### config.mk
export PLATFORM = sky130hd
export DESIGN_NAME = con3_multi_flat
export DESIGN_NICKNAME = d
export VERILOG_FILES = /design/src/rtl/con3_pkg.sv /design/src/rtl/con3_multi_if.sv /design/src/rtl/con3_channel.sv /design/src/rtl/con3_multi.sv /design/src/flat_wrapper.sv
export SDC_FILE = /design/constraint.sdc
export NUM_CORES = 1
export LEC_CHECK = 0
export CORE_ASPECT_RATIO = 1.1
export CORE_MARGIN = 2
export CORE_UTILIZATION = 50
export DETAILED_ROUTE_END_ITERATION = 16
export PLACE_DENSITY = 0.72
export SYNTH_ARGS = -nofsm -noshare
export SYNTH_HDL_FRONTEND = slang
export SYNTH_SLANG_ARGS = --single-unit
### constraint.sdc
create_clock -name clk -period 4.16 [get_ports clk]
set_clock_uncertainty 0.2 [all_clocks]
set_input_delay 0.416 -clock clk [delete_from_list [all_inputs] [get_ports clk]]
set_output_delay 0.416 -clock clk [all_outputs]
set_load 0.05 [all_outputs]
### src/rtl/con3_pkg.sv
// Shared constants and sizing helpers for the multi-channel servo PWM generator.
package con3_pkg;

   localparam int ANGLE_W_DEF = 8;

   function automatic int frame_subs(input int high_cycle, input int low_cycle);
      return high_cycle + low_cycle + 1;
   endfunction

   // Width of a counter running 0 .. n-1, never less than one bit.
   function automatic int cnt_w(input int n);
      return (n <= 2) ? 1 : $clog2(n);
   endfunction

endpackage

### src/rtl/con3_multi_if.sv
// Control-side bundle of the servo generator: enables, angles, update strobe and status/PWM outputs.
interface con3_multi_if
   import con3_pkg::*;
#(
   parameter int CHANNELS = 4,
   parameter int ANGLE_W  = ANGLE_W_DEF
);
   logic [CHANNELS-1:0]         en;
   logic [CHANNELS*ANGLE_W-1:0] angle;
   logic                        update;
   logic                        pending;
   logic                        frame_start;
   logic [CHANNELS-1:0]         servo;

   modport master (
      output en, angle, update,
      input  pending, frame_start, servo
   );

   modport slave (
      input  en, angle, update,
      output pending, frame_start, servo
   );
endinterface

### src/rtl/con3_channel.sv
// One servo channel: shadow/target/active angle registers, optional slew limit and the PWM comparator.
module con3_channel
   import con3_pkg::*;
#(
   parameter int ANGLE_W   = ANGLE_W_DEF,
   parameter int SLEW_STEP = 0
) (
   input  logic               clk,
   input  logic               rst,
   input  logic               en,
   input  logic [ANGLE_W-1:0] angle,
   input  logic               update,
   input  logic               boundary,
   input  logic               apply,
   input  logic               in_high,
   input  logic               in_cmp,
   input  logic [ANGLE_W-1:0] tick,
   output logic               servo
);
   localparam int AW1       = ANGLE_W + 1;
   localparam int ANGLE_MAX = (2 ** ANGLE_W) - 1;
   localparam int STEP_SAT  = (SLEW_STEP > ANGLE_MAX) ? ANGLE_MAX : SLEW_STEP;
   localparam logic [AW1-1:0]     STEP_X = AW1'(STEP_SAT);
   localparam logic [ANGLE_W-1:0] STEP_N = ANGLE_W'(STEP_SAT);

   logic [ANGLE_W-1:0] shadow_q, shadow_d;
   logic [ANGLE_W-1:0] target_q, target_d;
   logic [ANGLE_W-1:0] active_q, active_d;
   logic               armed_q, armed_d;
   logic               servo_q, servo_d;
   logic [AW1-1:0]     goal_x, act_x;
   logic [ANGLE_W-1:0] slew_nxt;

   always_comb begin
      shadow_d = update ? angle : shadow_q;
      target_d = apply ? shadow_q : target_q;

      // One extra bit keeps the distance unsigned; the step is only taken when it cannot overshoot.
      goal_x   = {1'b0, target_d};
      act_x    = {1'b0, active_q};
      slew_nxt = target_d;
      if (SLEW_STEP != 0) begin
         if (goal_x > act_x) begin
            if ((goal_x - act_x) > STEP_X) slew_nxt = active_q + STEP_N;
         end else if ((act_x - goal_x) > STEP_X) begin
            slew_nxt = active_q - STEP_N;
         end
      end
      active_d = boundary ? slew_nxt : active_q;

      // A channel enabled mid-frame waits for the next frame start so no partial pulse escapes.
      if (!en)           armed_d = 1'b0;
      else if (boundary) armed_d = 1'b1;
      else               armed_d = armed_q;

      servo_d = en && (armed_q || boundary) && (in_high || (in_cmp && (tick < active_d)));
   end

   always_ff @(posedge clk or negedge rst) begin
      if (!rst) begin
         shadow_q <= '0;
         target_q <= '0;
         active_q <= '0;
         armed_q  <= 1'b0;
         servo_q  <= 1'b0;
      end else begin
         shadow_q <= shadow_d;
         target_q <= target_d;
         active_q <= active_d;
         armed_q  <= armed_d;
         servo_q  <= servo_d;
      end
   end

   assign servo = servo_q;

endmodule

### src/rtl/con3_multi.sv
// Multi-channel servo PWM generator: shared prescaler/tick/sub-frame timebase driving CHANNELS outputs.
module con3_multi
   import con3_pkg::*;
#(
   parameter int CHANNELS   = 4,
   parameter int ANGLE_W    = ANGLE_W_DEF,
   parameter int TICK_DIV   = 391,
   parameter int HIGH_CYCLE = 1,
   parameter int LOW_CYCLE  = 2,
   parameter int SLEW_STEP  = 0
) (
   input logic         clk,
   input logic         rst,
   con3_multi_if.slave bus
);
   localparam int SUBS = frame_subs(HIGH_CYCLE, LOW_CYCLE);
   localparam int PW   = cnt_w(TICK_DIV);
   localparam int SW   = cnt_w(SUBS);
   localparam logic [PW-1:0] PRESC_LAST = PW'(TICK_DIV - 1);
   localparam logic [SW-1:0] SUB_LAST   = SW'(SUBS - 1);
   localparam logic [SW-1:0] SUB_HIGH   = SW'(HIGH_CYCLE);

   logic [PW-1:0]       presc_q, presc_d;
   logic [ANGLE_W-1:0]  tick_q, tick_d;
   logic [SW-1:0]       sub_q, sub_d;
   logic                pending_q, pending_d;
   logic                frame_start_q, frame_start_d;
   logic                step_tick, boundary, apply, in_high, in_cmp;
   logic [CHANNELS-1:0] servo_w;

   always_comb begin
      step_tick = (presc_q == PRESC_LAST);
      // All-zero counters mark the first clk of a frame, including straight out of reset.
      boundary  = (presc_q == '0) && (tick_q == '0) && (sub_q == '0);
      apply     = boundary && pending_q;
      in_high   = (sub_q < SUB_HIGH);
      in_cmp    = (sub_q == SUB_HIGH);

      presc_d = step_tick ? '0 : presc_q + PW'(1);
      tick_d  = tick_q;
      sub_d   = sub_q;
      if (step_tick) begin
         tick_d = tick_q + ANGLE_W'(1);
         if (tick_q == '1) sub_d = (sub_q == SUB_LAST) ? '0 : sub_q + SW'(1);
      end

      frame_start_d = boundary;
      // A strobe landing on the boundary is captured after the old shadow is applied.
      pending_d = bus.update ? 1'b1 : (boundary ? 1'b0 : pending_q);
   end

   always_ff @(posedge clk or negedge rst) begin
      if (!rst) begin
         presc_q       <= '0;
         tick_q        <= '0;
         sub_q         <= '0;
         pending_q     <= 1'b0;
         frame_start_q <= 1'b0;
      end else begin
         presc_q       <= presc_d;
         tick_q        <= tick_d;
         sub_q         <= sub_d;
         pending_q     <= pending_d;
         frame_start_q <= frame_start_d;
      end
   end

   genvar gi;
   generate
      for (gi = 0; gi < CHANNELS; gi++) begin : g_ch
         con3_channel #(
            .ANGLE_W   (ANGLE_W),
            .SLEW_STEP (SLEW_STEP)
         ) u_ch (
            .clk      (clk),
            .rst      (rst),
            .en       (bus.en[gi]),
            .angle    (bus.angle[gi*ANGLE_W +: ANGLE_W]),
            .update   (bus.update),
            .boundary (boundary),
            .apply    (apply),
            .in_high  (in_high),
            .in_cmp   (in_cmp),
            .tick     (tick_q),
            .servo    (servo_w[gi])
         );
      end
   endgenerate

   assign bus.servo       = servo_w;
   assign bus.pending     = pending_q;
   assign bus.frame_start = frame_start_q;

endmodule
### src/flat_wrapper.sv
// flat-port wrapper written by rule: the top's interface ports become plain ports
module con3_multi_flat import con3_pkg::*;
#(
   parameter int CHANNELS   = 4,
   parameter int ANGLE_W    = ANGLE_W_DEF,
   parameter int TICK_DIV   = 391,
   parameter int HIGH_CYCLE = 1,
   parameter int LOW_CYCLE  = 2,
   parameter int SLEW_STEP  = 0
)
  (clk, rst, bus_en, bus_angle, bus_update, bus_pending, bus_frame_start, bus_servo);
  con3_multi_if #(.CHANNELS(CHANNELS), .ANGLE_W(ANGLE_W)) bus_i ();
  input logic clk;
  input logic rst;
  input wire logic [$bits(bus_i.en)-1:0] bus_en;
  input wire logic [$bits(bus_i.angle)-1:0] bus_angle;
  input wire logic [$bits(bus_i.update)-1:0] bus_update;
  output wire logic [$bits(bus_i.pending)-1:0] bus_pending;
  output wire logic [$bits(bus_i.frame_start)-1:0] bus_frame_start;
  output wire logic [$bits(bus_i.servo)-1:0] bus_servo;
  assign bus_i.en = bus_en;
  assign bus_i.angle = bus_angle;
  assign bus_i.update = bus_update;
  assign bus_pending = bus_i.pending;
  assign bus_frame_start = bus_i.frame_start;
  assign bus_servo = bus_i.servo;
  con3_multi #(.CHANNELS(CHANNELS), .ANGLE_W(ANGLE_W), .TICK_DIV(TICK_DIV), .HIGH_CYCLE(HIGH_CYCLE), .LOW_CYCLE(LOW_CYCLE), .SLEW_STEP(SLEW_STEP)) u_core (.clk(clk), .rst(rst), .bus(bus_i));
endmodule
==> results.py <==
metrics = {
    "detailed_routing": {
        "wl_per_cell_um": 16.5,
        "drc": 0,
        "antenna_left": 0,
        "via_per_inst": 5.54,
        "wirelength_um": 11800,
        "vias": 3937,
        "first_pass_iters": 5,
        "first_iter_violations": 161,
    },
    "die": {
        "dieWidth_um": 110,
        "die-area_um2": 13200,
        "die-height_um": 120,
        "start_util": 0.512,
        "io_pins": 45,
        "row_count": 42,
        "core_um2": 12000,
    },
    "global_route": {
        "grt_use_total": 0.204,
        "antenna_found_initial": 0,
        "grt_pass1_vias": 4210,
        "grt_remaining_overflow": 0,
        "grt_pass1_wl_um": 20500,
        "grt_max_degree": 96,
    },
    "sta": {
        "slew_viol_final": 0,
        "worst_pin_slew_ps": 910,
        "finalWorstSetupSlack_ps": 706,
        "holdWs_ps": 275,
        "period_share": 0.830,
        "tns_ps": 0,
        "finalSetupViolations": 0,
        "slew_headroom": 0.393,
        "fin_crit_ps": 3450,
        "hold_viol": 0,
        "rsz0062_at_grt": "false",
        "max_freq_mhz": 290,
    },
    "synthesis": {
        "ys_types": 42,
        "yosysWarnings": 0,
        "synth-seq-cells": 125,
        "synth_ff_type": "dfrtp_1",
        "synth_area_per_cell_um2": 12.2,
        "synth-edff-count": 0,
        "syn-cell-area_um2": 6130,
        "synth_fp_nets": 578,
        "syn_inst": 503,
        "async_flop_share": 1.00,
        "synth-seq-area-share": 0.510,
    },
    "finish": {
        "final_cell_mix": "dfrtp_1 (124), clkdlybuf4s50_1 (43), nor2_1 (37)",
        "layout_commonest_cell": "dfrtp_1",
        "diodes": 0,
        "drive_gt1_frac": 0.154,
        "fill_cells": 968,
        "area_growth_pct": 19.8,
        "layout.nets": 619,
    },
    "flow_run": {
        "drv_cap": 0,
    },
    "critical_path": {
        "worst-endpoint-required_ps": 4270,
        "start_kind": "flip-flop",
        "critPathMaxFanout": 95,
        "path_class": "flip-flop to flip-flop",
        "end_kind": "flip-flop",
        "cp.arrival_ps": 3570,
    },
    "power_and_ir_drop": {
        "p_int_mw": 2.52,
        "swShare": 0.198,
        "power_density_nw_per_um2": 429,
        "pwr-share-seq": 0.416,
        "ir_drop_uv": 305,
        "total_power_mw": 3.15,
        "p_leak_nw": 3.85,
        "power.switching_mw": 0.625,
        "pwr-share-clk": 0.527,
        "combPwrFrac": 0.057,
    },
    "clock_network": {
        "htree_levels": 4,
        "cts_tree": "done",
        "cts-resized-gates": 0,
        "clk-insertion-delay-late_ps": 410,
        "clock_sinks": 125,
        "cts_hold_buf": 1,
        "clk_pin_slew_ps": 50,
        "clock_path_buffers": 2,
        "post_cts_buffers": 0,
        "cts_buffers": 17,
        "root_buffer": "clkbuf_16",
    },
    "min_path": {
        "hold_class": "flip-flop to flip-flop",
    },
    "placement": {
        "dp_slack_ps": 764,
        "port_buffers": 44,
        "dpl.hpwl_um": 7990,
        "routabilityCongestion": 0.867,
    },
    "outcome": {
        "run_status": "complete, no violations",
    },
}
-- through the flow --
step           area [um^2]  instances   util
2_1_floorplan         6130        503      -
3_3_place_gp          6660        678  0.556
3_5_place_dp          6660        678  0.556
4_1_cts               7340        711  0.613
5_1_grt               7340        711  0.613
6_report              7340        711  0.613
-- power by group through the flow --
stage                     clock network, mW  logic (mW)  registers (mW)
after global routing                   1.74       0.203            1.32
after detailed placement                  0       0.182            1.33
after global placement                    0       0.176            1.33
final                                  1.66       0.179            1.31
after CTS                              1.69       0.184            1.31
after floorplan                           0       0.100            1.32
-- logic make-up after synthesis --
| family | count (synthesis) | share of synthesized area |
|---|---|---|
| xor gates and xnor gates | 14 | 0.0200 |
| AOI/OAI and AO/OA | 94 | 0.0992 |
| DFF | 125 | 0.510 |
| and+or+nand+nor | 94 | 0.0815 |
| buffers and inverters | 39 | 0.0316 |
| adders and majority gates | 36 | 0.0735 |
| muxes | 101 | 0.184 |
-- synth_stat cells, drive strengths merged (2+ instances only) --
master	n	share of area
dfrtp	125	0.51
mux2	66	0.13
nor2	37	0.023
ha	36	0.073
a21o	35	0.043
a21oi	35	0.029
mux2i	35	0.057
clkbuf	17	0.010
buf	11	0.014
inv	11	0.0067
nand2	11	0.0071
nand3	9	0.0073
xnor2	9	0.013
and3	8	0.0082
o21ai	8	0.0065
nand2b	6	0.0061
nand4	6	0.0061
xor2	5	0.0071
and4	4	0.0057
a211oi	3	0.0037
a221oi	3	0.0043
nand4b	3	0.0043
nor4	3	0.0031
o211ai	3	0.0037
a2111oi	2	0.0029
o21a	2	0.0024
-- layout make-up --
type | count | area [um^2] | area share
flip-flops and latches | 125 | 3130 | 0.426
clock buffers | 20 | 457 | 0.0622
well taps | 154 | 193 | 0.0262
multi-input cells | 339 | 2810 | 0.382
clock inverters | 12 | 215 | 0.0293
repair buffers | 50 | 498 | 0.0678
inverters | 11 | 41.3 | 0.00562
-- sequential cells by signal, summed over array words and instances, names as in the netlist --
| name | count |
|---|---|
| u_core.g_ch.u_ch.active_q | 32 |
| u_core.g_ch.u_ch.shadow_q | 32 |
| u_core.g_ch.u_ch.target_q | 32 |
| u_core.presc_q | 9 |
| u_core.tick_q | 8 |
| u_core.g_ch.u_ch.armed_q | 4 |
| u_core.g_ch.u_ch.servo | 4 |
| u_core.sub_q | 2 |
| u_core.bus.frame_start | 1 |
| u_core.bus.pending | 1 |
-- critical path, stage by stage (launching register included) --
cell	delay [ps]
dfrtp_1	500
inv_1	120
ha_1	200
nor4bb_1	120
nand4_1	150
buf_12	310
nor2_1	120
a21oi_1	180
ha_1	280
a2111oi_0	710
nand3_1	160
a31oi_1	240
-- final timing paths --
path / slack (ps) / cells past startpoint / start / end
min reg2reg: 280 / 1 / u_core.g_ch[0].u_ch.active_q[3] / u_core.g_ch[0].u_ch.active_q[3]
max in group asynchronous: 2360 / 3 / rst / u_core.g_ch[0].u_ch.servo
min in group asynchronous: 490 / 2 / rst / u_core.g_ch[3].u_ch.shadow_q[6]
max reg2reg: 710 / 11 / u_core.tick_q[0] / u_core.g_ch[0].u_ch.servo
min: 280 / 1 / u_core.g_ch[0].u_ch.active_q[3] / u_core.g_ch[0].u_ch.active_q[3]
max: 710 / 11 / u_core.tick_q[0] / u_core.g_ch[0].u_ch.servo
-- metal layers --
layer,GRT usage,wire [um]
met4,0.0847,208
met2,0.330,5900
met5,0,0
met3,0.0473,388
met1,0.261,5260
Note: power is estimated with default switching activity, not from simulation.
